==> src/rtl/rrv_pkg.sv <==
// Shared types and constants for the rrv program loader.
package rrv_pkg;

  typedef enum logic [2:0] {
    LDR_IDLE  = 3'd0,
    LDR_LOAD  = 3'd1,
    LDR_DONE  = 3'd2,
    LDR_ERROR = 3'd3
  } t_ldr_state;

  localparam int LDR_WORD_BYTES = 4;

  // One-hot byte-enable bit for a lane within a 32-bit word.
  function automatic logic [3:0] lane_mask(input logic [1:0] lane);
    return 4'b0001 << lane;
  endfunction

endpackage

==> src/rtl/rrv_byte_packer.sv <==
// Packs accepted stream bytes into little-endian 32-bit words and issues a
// registered RAM write when a word fills or the image ends.
module rrv_byte_packer
  import rrv_pkg::*;
#(
  parameter int ADDR_W = 16
) (
  input  logic              clk,
  input  logic              rst,
  input  logic              clear,
  input  logic              accept,
  input  logic [ADDR_W-1:0] byte_addr,
  input  logic [7:0]        data,
  input  logic              last,
  output logic              wr_en,
  output logic [ADDR_W-1:0] wr_addr,
  output logic [31:0]       wr_data,
  output logic [3:0]        wr_be
);

  logic [31:0] word_buf;
  logic [3:0]  be_acc;
  logic [1:0]  lane;
  logic [31:0] merged_data;
  logic [3:0]  merged_be;
  logic        flush;

  assign lane  = byte_addr[1:0];
  assign flush = accept && (last || (lane == 2'(LDR_WORD_BYTES - 1)));

  // Word buffer with the incoming byte merged into its lane.
  always_comb begin
    merged_data = word_buf;
    merged_be   = be_acc;
    if (accept) begin
      merged_data[{lane, 3'b000} +: 8] = data;
      merged_be                        = be_acc | lane_mask(lane);
    end else begin
      merged_data = word_buf;
      merged_be   = be_acc;
    end
  end

  // Accumulate lanes; on flush, register the write and start an empty word.
  always_ff @(posedge clk or posedge rst) begin
    if (rst) begin
      word_buf <= 32'h0000_0000;
      be_acc   <= 4'b0000;
      wr_en    <= 1'b0;
      wr_addr  <= {ADDR_W{1'b0}};
      wr_data  <= 32'h0000_0000;
      wr_be    <= 4'b0000;
    end else if (clear) begin
      word_buf <= 32'h0000_0000;
      be_acc   <= 4'b0000;
      wr_en    <= 1'b0;
    end else if (flush) begin
      wr_en    <= 1'b1;
      wr_addr  <= {byte_addr[ADDR_W-1:2], 2'b00};
      wr_data  <= merged_data;
      wr_be    <= merged_be;
      word_buf <= 32'h0000_0000;
      be_acc   <= 4'b0000;
    end else begin
      wr_en    <= 1'b0;
      word_buf <= merged_data;
      be_acc   <= merged_be;
    end
  end

endmodule

==> src/rtl/rrv_imem_loader.sv <==
// Program loader: streams a byte image into instruction RAM and keeps the
// rrv core in reset until the image has been completely written.
module rrv_imem_loader
  import rrv_pkg::*;
#(
  parameter int IMEM_SIZE = 65536,
  parameter int ADDR_W    = 16
) (
  input  logic              clk,
  input  logic              rst,
  input  logic              start_load,
  input  logic              in_valid,
  input  logic [7:0]        in_data,
  input  logic              in_last,
  output logic              in_ready,
  output logic              imem_wr_en,
  output logic [ADDR_W-1:0] imem_wr_addr,
  output logic [31:0]       imem_wr_data,
  output logic [3:0]        imem_wr_be,
  output logic              core_rst,
  output logic              load_done,
  output logic              load_error
);

  localparam logic [ADDR_W:0] SIZE_CNT = (ADDR_W + 1)'(IMEM_SIZE);

  t_ldr_state      state;
  logic [ADDR_W:0] byte_idx;
  logic            accept;
  logic            restart;

  assign in_ready = (state == LDR_LOAD) && (byte_idx < SIZE_CNT);
  assign accept   = in_valid && in_ready;
  // start_load is only honoured outside an active load.
  assign restart  = start_load && (state != LDR_LOAD);

  rrv_byte_packer #(
    .ADDR_W(ADDR_W)
  ) u_packer (
    .clk      (clk),
    .rst      (rst),
    .clear    (restart),
    .accept   (accept),
    .byte_addr(byte_idx[ADDR_W-1:0]),
    .data     (in_data),
    .last     (in_last),
    .wr_en    (imem_wr_en),
    .wr_addr  (imem_wr_addr),
    .wr_data  (imem_wr_data),
    .wr_be    (imem_wr_be)
  );

  // Load sequencing; core release lags the final write by one cycle.
  always_ff @(posedge clk or posedge rst) begin
    if (rst) begin
      state      <= LDR_IDLE;
      byte_idx   <= {(ADDR_W + 1){1'b0}};
      core_rst   <= 1'b1;
      load_done  <= 1'b0;
      load_error <= 1'b0;
    end else begin
      case (state)
        LDR_IDLE: begin
          core_rst  <= 1'b1;
          load_done <= 1'b0;
          if (restart) begin
            state      <= LDR_LOAD;
            byte_idx   <= {(ADDR_W + 1){1'b0}};
            load_error <= 1'b0;
          end
        end
        LDR_LOAD: begin
          core_rst  <= 1'b1;
          load_done <= 1'b0;
          if (accept) begin
            byte_idx <= byte_idx + {{ADDR_W{1'b0}}, 1'b1};
            if (in_last) begin
              state <= LDR_DONE;
            end
          end else if (in_valid && (byte_idx == SIZE_CNT)) begin
            state      <= LDR_ERROR;
            load_error <= 1'b1;
          end
        end
        LDR_DONE: begin
          if (restart) begin
            state     <= LDR_LOAD;
            byte_idx  <= {(ADDR_W + 1){1'b0}};
            core_rst  <= 1'b1;
            load_done <= 1'b0;
          end else begin
            core_rst  <= 1'b0;
            load_done <= 1'b1;
          end
        end
        LDR_ERROR: begin
          core_rst <= 1'b1;
          if (restart) begin
            state      <= LDR_LOAD;
            byte_idx   <= {(ADDR_W + 1){1'b0}};
            load_error <= 1'b0;
          end
        end
        default: begin
          state    <= LDR_IDLE;
          core_rst <= 1'b1;
        end
      endcase
    end
  end

endmodule

==> config.mk <==
export PLATFORM = sky130hd
export DESIGN_NAME = rrv_imem_loader
export DESIGN_NICKNAME = d
export VERILOG_FILES = /design/src/rtl/rrv_pkg.sv /design/src/rtl/rrv_byte_packer.sv /design/src/rtl/rrv_imem_loader.sv
export SDC_FILE = /design/constraint.sdc
export NUM_CORES = 1
export LEC_CHECK = 0
export CORE_ASPECT_RATIO = 0.6
export CORE_MARGIN = 3
export CORE_UTILIZATION = 36
export DETAILED_ROUTE_END_ITERATION = 7
export MAX_ROUTING_LAYER = met4
export PLACE_DENSITY = 0.71
export RECOVER_POWER = 25
export SYNTH_ARGS = -nofsm -noshare
export SYNTH_HDL_FRONTEND = slang
export SYNTH_SLANG_ARGS = --single-unit
==> constraint.sdc <==
create_clock -name clk -period 3.1 [get_ports clk]
set_input_delay 0.31 -clock clk [delete_from_list [all_inputs] [get_ports clk]]
set_output_delay 0.31 -clock clk [all_outputs]
set_load 0.005 [all_outputs]
==> results of run 1 <==
==> state kept, by name, indices dropped and copies added, names as in the netlist <==
| name | flops |
|---|---|
| state | 2 |
| u_packer.wr_addr | 14 |
| byte_idx | 17 |
| u_packer.wr_en | 1 |
| load_error | 1 |
| load_done | 1 |
| u_packer.be_acc | 4 |
| core_rst | 1 |
| u_packer.wr_be | 4 |
| u_packer.wr_data | 32 |
| u_packer.word_buf | 32 |
==> per-stage QoR <==
stage / hold WS [ns] / area (sq um)
3_5_place_dp: 0.490 / 5600
2_1_floorplan: 0.406 / 4760
5_1_grt: 0.527 / 5960
4_1_cts: 0.505 / 5970
3_3_place_gp: 0.468 / 5600
6_report: 0.489 / 5960
==> path summary, 6_finish.rpt <==
| path | endpoint | cells after the start |
|---|---|---|
| worst max-delay path | u_packer.wr_data[30] | 6 |
| worst min-delay path | load_done | 2 |
| worst max register to register | u_packer.wr_data[30] | 6 |
| worst min register to register | load_done | 2 |
| max in group asynchronous | u_packer.word_buf[23] | 3 |
| min in group asynchronous | u_packer.word_buf[1] | 3 |
==> synth_stat cells, drive strengths merged, types with 5 or more instances <==
cell	count
ha	12
nor4b	5
o21ai	12
inv	8
nor2	85
mux2	14
buf	20
and4b	5
dfrtp	108
or3	6
a21oi	77
nand2	15
and3	31
==> power by group through the flow <==
stage | registers (mW) | clock network [mW] | logic [mW]
CTS | 1.98 | 1.45 | 1.65
detailed placement | 2.00 | 0 | 1.63
finish | 1.98 | 1.41 | 1.63
global placement | 2.00 | 0 | 1.58
floorplan | 1.96 | 0 | 0.814
global route | 2.03 | 1.51 | 1.82
==> cell type report <==
class	count	area (sq um)
clock inverter	5	129
multi-input combinational	312	1880
clock buffer	11	243
sequential	109	2730
fill	1114	6490
timing repair buffer	76	738
inverter	8	33.8
tap	165	206
==> cell families after synthesis <==
| logic type | synth area share, % |
|---|---|
| AND/OR/NAND/NOR | 18.7 |
| flip-flops | 57.5 |
| AO/OA/AOI/OAI | 12.3 |
| buffers and inverters | 3.32 |
| multiplexers | 4.16 |
| adder cells (fa/ha/maj) | 3.16 |
| XOR/XNOR | 0.738 |
| other | 0.0790 |
==> metal layers <==
metal | up-vias | share of wire (%) | routed length [um] | GRT usage (%)
met5 | - | 0 | 0 | -
met4 | 0 | 0.74 | 87 | 3.38
met3 | 14 | 6.1 | 708 | 4.30
met2 | 109 | 44 | 5170 | 24.6
met1 | 1775 | 49 | 5720 | 24.7
li1 | 1702 | - | - | -
==> worst max-delay path, cell delays in order (launching register included) <==
cell and delay, ns:
dfrtp_1 0.64, inv_1 0.23, ha_1 0.44, nor4b_1 0.76
and3_1 0.26, a21oi_1 0.05, a21oi_1 0.16
==> impl_metrics.yaml, run 1 <==
outcome:
  run_status: "completed"
power:
  internal-power_mw: 3.45
  total_leakage_power_nw: 2.75
  clkPwrFrac_pct: 28.0
  p_sw_mw: 1.57
  netSwitchingFraction_pct: 31.2
  power_per_cell_area_nw_per_um2: 843
  power.share.combinational_pct: 32.5
  vdd.ir_drop.worst_mv: 0.355
  finalPower_mw: 5.02
  sequential_fraction_of_design_power_pct: 39.5
drt:
  dr.first_iter.drc_count: 308
  drt_pre_antenna_iters: 5
  drt-total-wl_um: 11700
  num_vias: 3600
  viasPerCell: 5.25
  avgRoutedWirePerCell_um: 17.0
  antenna_violating_nets_post_route: 0
  route.detailed.drc: 0
cts:
  cts_buffer_count: 9
  h_tree_level_count: 3
  cts_setup_buffers: 0
  cts_num_sinks: 109
  cts_hold_bufs: 0
  clock_insertion_delay_worst_skew_ns: 0.35
  clockRootBuffer: "clkbuf_16"
  clock_tree_from_tritoncts: "built"
  clkTransAtPathRegs_ns: 0.07
  cts_buffer_depth: 2
  post_cts_resized: 0
cells_and_area:
  stdcell_count: 686
  insertedDiodeCount: 0
  drive_above_1_share_pct: 9.21
  final_core_utilization_pct: 47.8
  final_cell_mix: "108 x dfrtp_1, 84 x nor2_1, 77 x a21oi_1, 66 x clkdlybuf4s50_1, 31 x and3_1"
  areaGrowthSynthToFinish_pct: 25.4
  layout.cells.most_common: "dfrtp_1"
  nNetsFinal: 541
synth:
  ys_top_cells_by_area: "dfrtp_1 57%, a21oi_1 8.1%, nor2_1 6.7%"
  cell_area_synth_sq_um: 4750
  syn_avg_cell_area_sq_um: 10.5
  synth_seq_area_share_pct: 57.5
  async_flop_share_pct: 100
  yosys_warnings: 0
  netlist_instances: 452
  ys_dominant_reg_cell: "dfrtp_1"
  number_of_flops_mapped_to_enable_cells_by_yosys: 0
  synth_area_leader_cell: "dfrtp_1"
  synth.top_cell.area_share_pct: 56.9
  ys_ff_latch: 109
  synth.lib_cells_used.distinct: 50
grt:
  gr-usage-all-layers_pct: 17.1
  first_global_vias: 3564
  globalRoute.totalOverflow: 0
  grt_antenna_before_repair: 0
  grt_max_degree: 110
  global_route_wire_length_before_repair_um: 19300
sta:
  post-route-min-period_ns: 2.62
  worstMarginPinSlew_ns: 1.46
  final-setup-viol-count: 0
  rsz0062_at_grt: "false"
  final_hold_viol_count: 0
  timing.setup.tns_ns: 0
  final.period_utilization_pct: 84.6
  max_freq_ghz: 0.381
  post-route-worst-setup-slack_ns: 0.477
  fin_skew_ns: 0.00686
  slew_viol_final: 0
  max_slew_margin_pct: 2.38
critical_path:
  critical_path_arrival_ns: 2.89
  crit_required_ns: 3.37
  timing.critical_path.fanout_max: 15
  setup.worst_path.start: "byte_idx[0]"
  setup.reg_to_reg.worst_slack_ns: 0.48
  critPathKind: "flip-flop to flip-flop"
  worstSetupEndpointType: "flip-flop"
  critPathLaunchType: "flip-flop"
  r2r-start: "byte_idx[0]"
hold_path:
  min-delay-start: "load_done"
  worst_hold_path_type: "flip-flop to flip-flop"
place:
  placement.setup.worst_slack_ns: 0.519
  portBuffers: 67
  gp_routability_congestion: 0.871
  dp.cells: 670
  placed_wire_length_estimate_um: 8120
floorplan:
  chipHeight_um: 95.0
  dieWidth_um: 154
  fp.dieArea_sq_um: 14600
  design.core.area_sq_um: 12500
  initial_utilization_pct: 38.1
  rows: 31
  design.portCount: 70
flow_run:
  cap_viol_max_count: 0
No activity file was read; power rests on OpenSTA's default activity.
==> run 2: changes to the inputs <==
==> constraint.sdc (replaced) <==
create_clock -name clk -period 2.2 [get_ports clk]
set_input_delay 0.22 -clock clk [delete_from_list [all_inputs] [get_ports clk]]
set_output_delay 0.22 -clock clk [all_outputs]
set_load 0.005 [all_outputs]
==> run 2 against run 1 <==
  * Critical path depth did not move
  * Maximum frequency grew 23%
  * Core utilization grew 1.1 points
  * Highest routed layer unchanged
  * Final cell count is 1.5% higher
  * Non-clock buffer count is 10 higher
  * Clock skew about the same
  * Worst setup slack lost 0.41 ns
  * Via count grew 0.86%
  * Combinational power is 57% higher
  * Sequential share of layout area down 1.0 points
==> impl_metrics.yaml, run 2 (synthesis results as in run 1) <==
outcome:
  run_status: "completed"
floorplan:
  design.portCount: 70
  rows: 31
  chipHeight_um: 95.0
  initial_utilization_pct: 38.1
  dieWidth_um: 154
  fp.dieArea_sq_um: 14600
  design.core.area_sq_um: 12500
cells_and_area:
  biggest_registers_after_layout: "u_packer.word_buf: 32 flops, u_packer.wr_data: 32 flops, byte_idx: 17 flops"
  nNetsFinal: 551
  final_cell_area_sq_um: 6090
  areaGrowthSynthToFinish_pct: 28.3
  final_core_utilization_pct: 48.9
  drive_above_1_share_pct: 12.2
  layout.cells.most_common: "dfrtp_1"
  insertedDiodeCount: 0
  stdcell_count: 696
  final_cell_mix: "108 x dfrtp_1, 84 x nor2_1, 77 x a21oi_1, 66 x clkdlybuf4s50_1, 31 x and3_1"
cts:
  clkTransAtPathRegs_ns: 0.07
  clock_insertion_delay_worst_skew_ns: 0.35
  clock_tree_from_tritoncts: "built"
  h_tree_level_count: 3
  clockRootBuffer: "clkbuf_16"
  cts_num_sinks: 109
  cts_buffer_count: 9
  cts_buffer_depth: 2
  cts_hold_bufs: 0
place:
  placed_wire_length_estimate_um: 8200
  gp_routability_congestion: 0.809
  portBuffers: 67
  placedInstanceArea_sq_um: 5680
  dp.cells: 678
flow_run:
  cap_viol_max_count: 0
sta:
  final-setup-viol-count: 0
  max_freq_ghz: 0.468
  slew_viol_final: 0
  final.period_utilization_pct: 97.1
  worstMarginPinSlew_ns: 1.46
  post-route-min-period_ns: 2.14
  final_hold_viol_count: 0
  timing.hold.ws_ns: 0.487
  rsz0062_at_grt: "false"
  fin_skew_ns: 0.00707
  max_slew_margin_pct: 2.83
drt:
  dr.first_iter.drc_count: 296
  num_vias: 3631
  drt-total-wl_um: 11700
  route.detailed.drc: 0
  highest-signal-layer: "met4"
  antenna_violating_nets_post_route: 0
  drt_pre_antenna_iters: 5
  route.layer.met1.wl_um: 5640
  avgRoutedWirePerCell_um: 16.8
  viasPerCell: 5.22
  route.met2.wl_um: 5050
  routed-wl-met3_um: 848
grt:
  first_global_vias: 3598
  grt_max_degree: 110
  grt_antenna_before_repair: 0
  gr-usage-all-layers_pct: 17.2
  globalRoute.totalOverflow: 0
  global_route_wire_length_before_repair_um: 19100
power:
  power.share.combinational_pct: 35.0
  sequential_fraction_of_design_power_pct: 37.5
  netSwitchingFraction_pct: 30.8
  p_sw_mw: 2.25
  clkPwrFrac_pct: 27.5
  internal-power_mw: 5.06
  vdd.ir_drop.worst_mv: 0.513
  total_leakage_power_nw: 2.81
  finalPower_mw: 7.31
  power_per_cell_area_nw_per_um2: 1200
critical_path:
  critPathKind: "flip-flop to flip-flop"
  critical_path_arrival_ns: 2.41
  timing.critical_path.fanout_max: 10
  crit_required_ns: 2.48
  worstSetupEndpointType: "flip-flop"
  setup.worst_path.start: "state[0]"
  r2r-start: "state[0]"
  setup.reg_to_reg.worst_slack_ns: 0.06
  critPathLaunchType: "flip-flop"
  worst_r2r_endpoint: "byte_idx[15]"
  reg2reg_depth: 6
hold_path:
  min-delay-start: "u_packer.be_acc[2]"
  holdPathEnd: "u_packer.be_acc[2]"
  worst_hold_path_type: "flip-flop to flip-flop"
  number_of_cells_on_the_worst_hold_path: 2
run 2: cell types whose count changed in the layout (fill, tap and decap cells not counted), sizes merged:
cell and change:
buf +10
run 2: metal layers:
metal	global-route usage [%]	vias to the layer above
met2	24.2	123
met3	4.58	11
met1	24.5	1763
met4	4.85	0
li1	-	1734
met5	-	-
run 2: worst max path at each step:
| stage | to | slack [ns] | cells after the start |
|---|---|---|---|
| 3_3_place_gp | u_packer.wr_data[18] | 0.08 | 6 |
| 2_1_floorplan | u_packer.wr_data[16] | 0.06 | 7 |
| 3_5_place_dp | u_packer.wr_data[18] | -0.09 | 6 |
| 4_1_cts | in_ready | 0.03 | 5 |
| 5_1_grt | byte_idx[15] | 0.01 | 6 |
| 6_report | byte_idx[15] | 0.06 | 6 |
run 2: per-stage QoR:
step	TNS, ns	setup WS [ns]
floorplan	0	0.0570
global placement	0	0.0849
detailed placement	-0.828	-0.0892
CTS	0	0.0297
global route	0	0.0106
finish	0	0.0645
run 2: cell type report:
type / instances / area [sq um]
Sequential cell: 109 / 2730
Clock inverter: 5 / 129
Timing Repair Buffer: 86 / 838
Inverter: 8 / 33.8
Fill cell: 1078 / 6360
Multi-Input combinational cell: 312 / 1900
Tap cell: 165 / 206
Clock buffer: 11 / 253
run 2: power by group through the flow:
stage	sequential [mW]	clock [mW]	combinational [mW]
2_1_floorplan	2.77	0	1.15
3_3_place_gp	2.75	0	2.43
3_5_place_dp	2.76	0	2.48
4_1_cts	2.74	2.05	2.53
5_1_grt	2.79	2.15	2.83
6_report	2.74	2.01	2.56
run 2: what timing repair did:
item / CTS / global route
endpoints found under the setup margin: 17 / 18
gates resized for setup: 3 / 4
hold endpoints to repair: 0 / 0
pin swaps: 0 / 1
setup buffers: 0 / 2
run 2: worst max-delay path, stage by stage, from the launching register on:
cell	delay, ns
dfrtp_1	0.46
ha_4	0.23
buf_4	0.14
nor3b_4	0.40
o2111ai_4	0.25
or4_1	0.44
a21oi_1	0.15
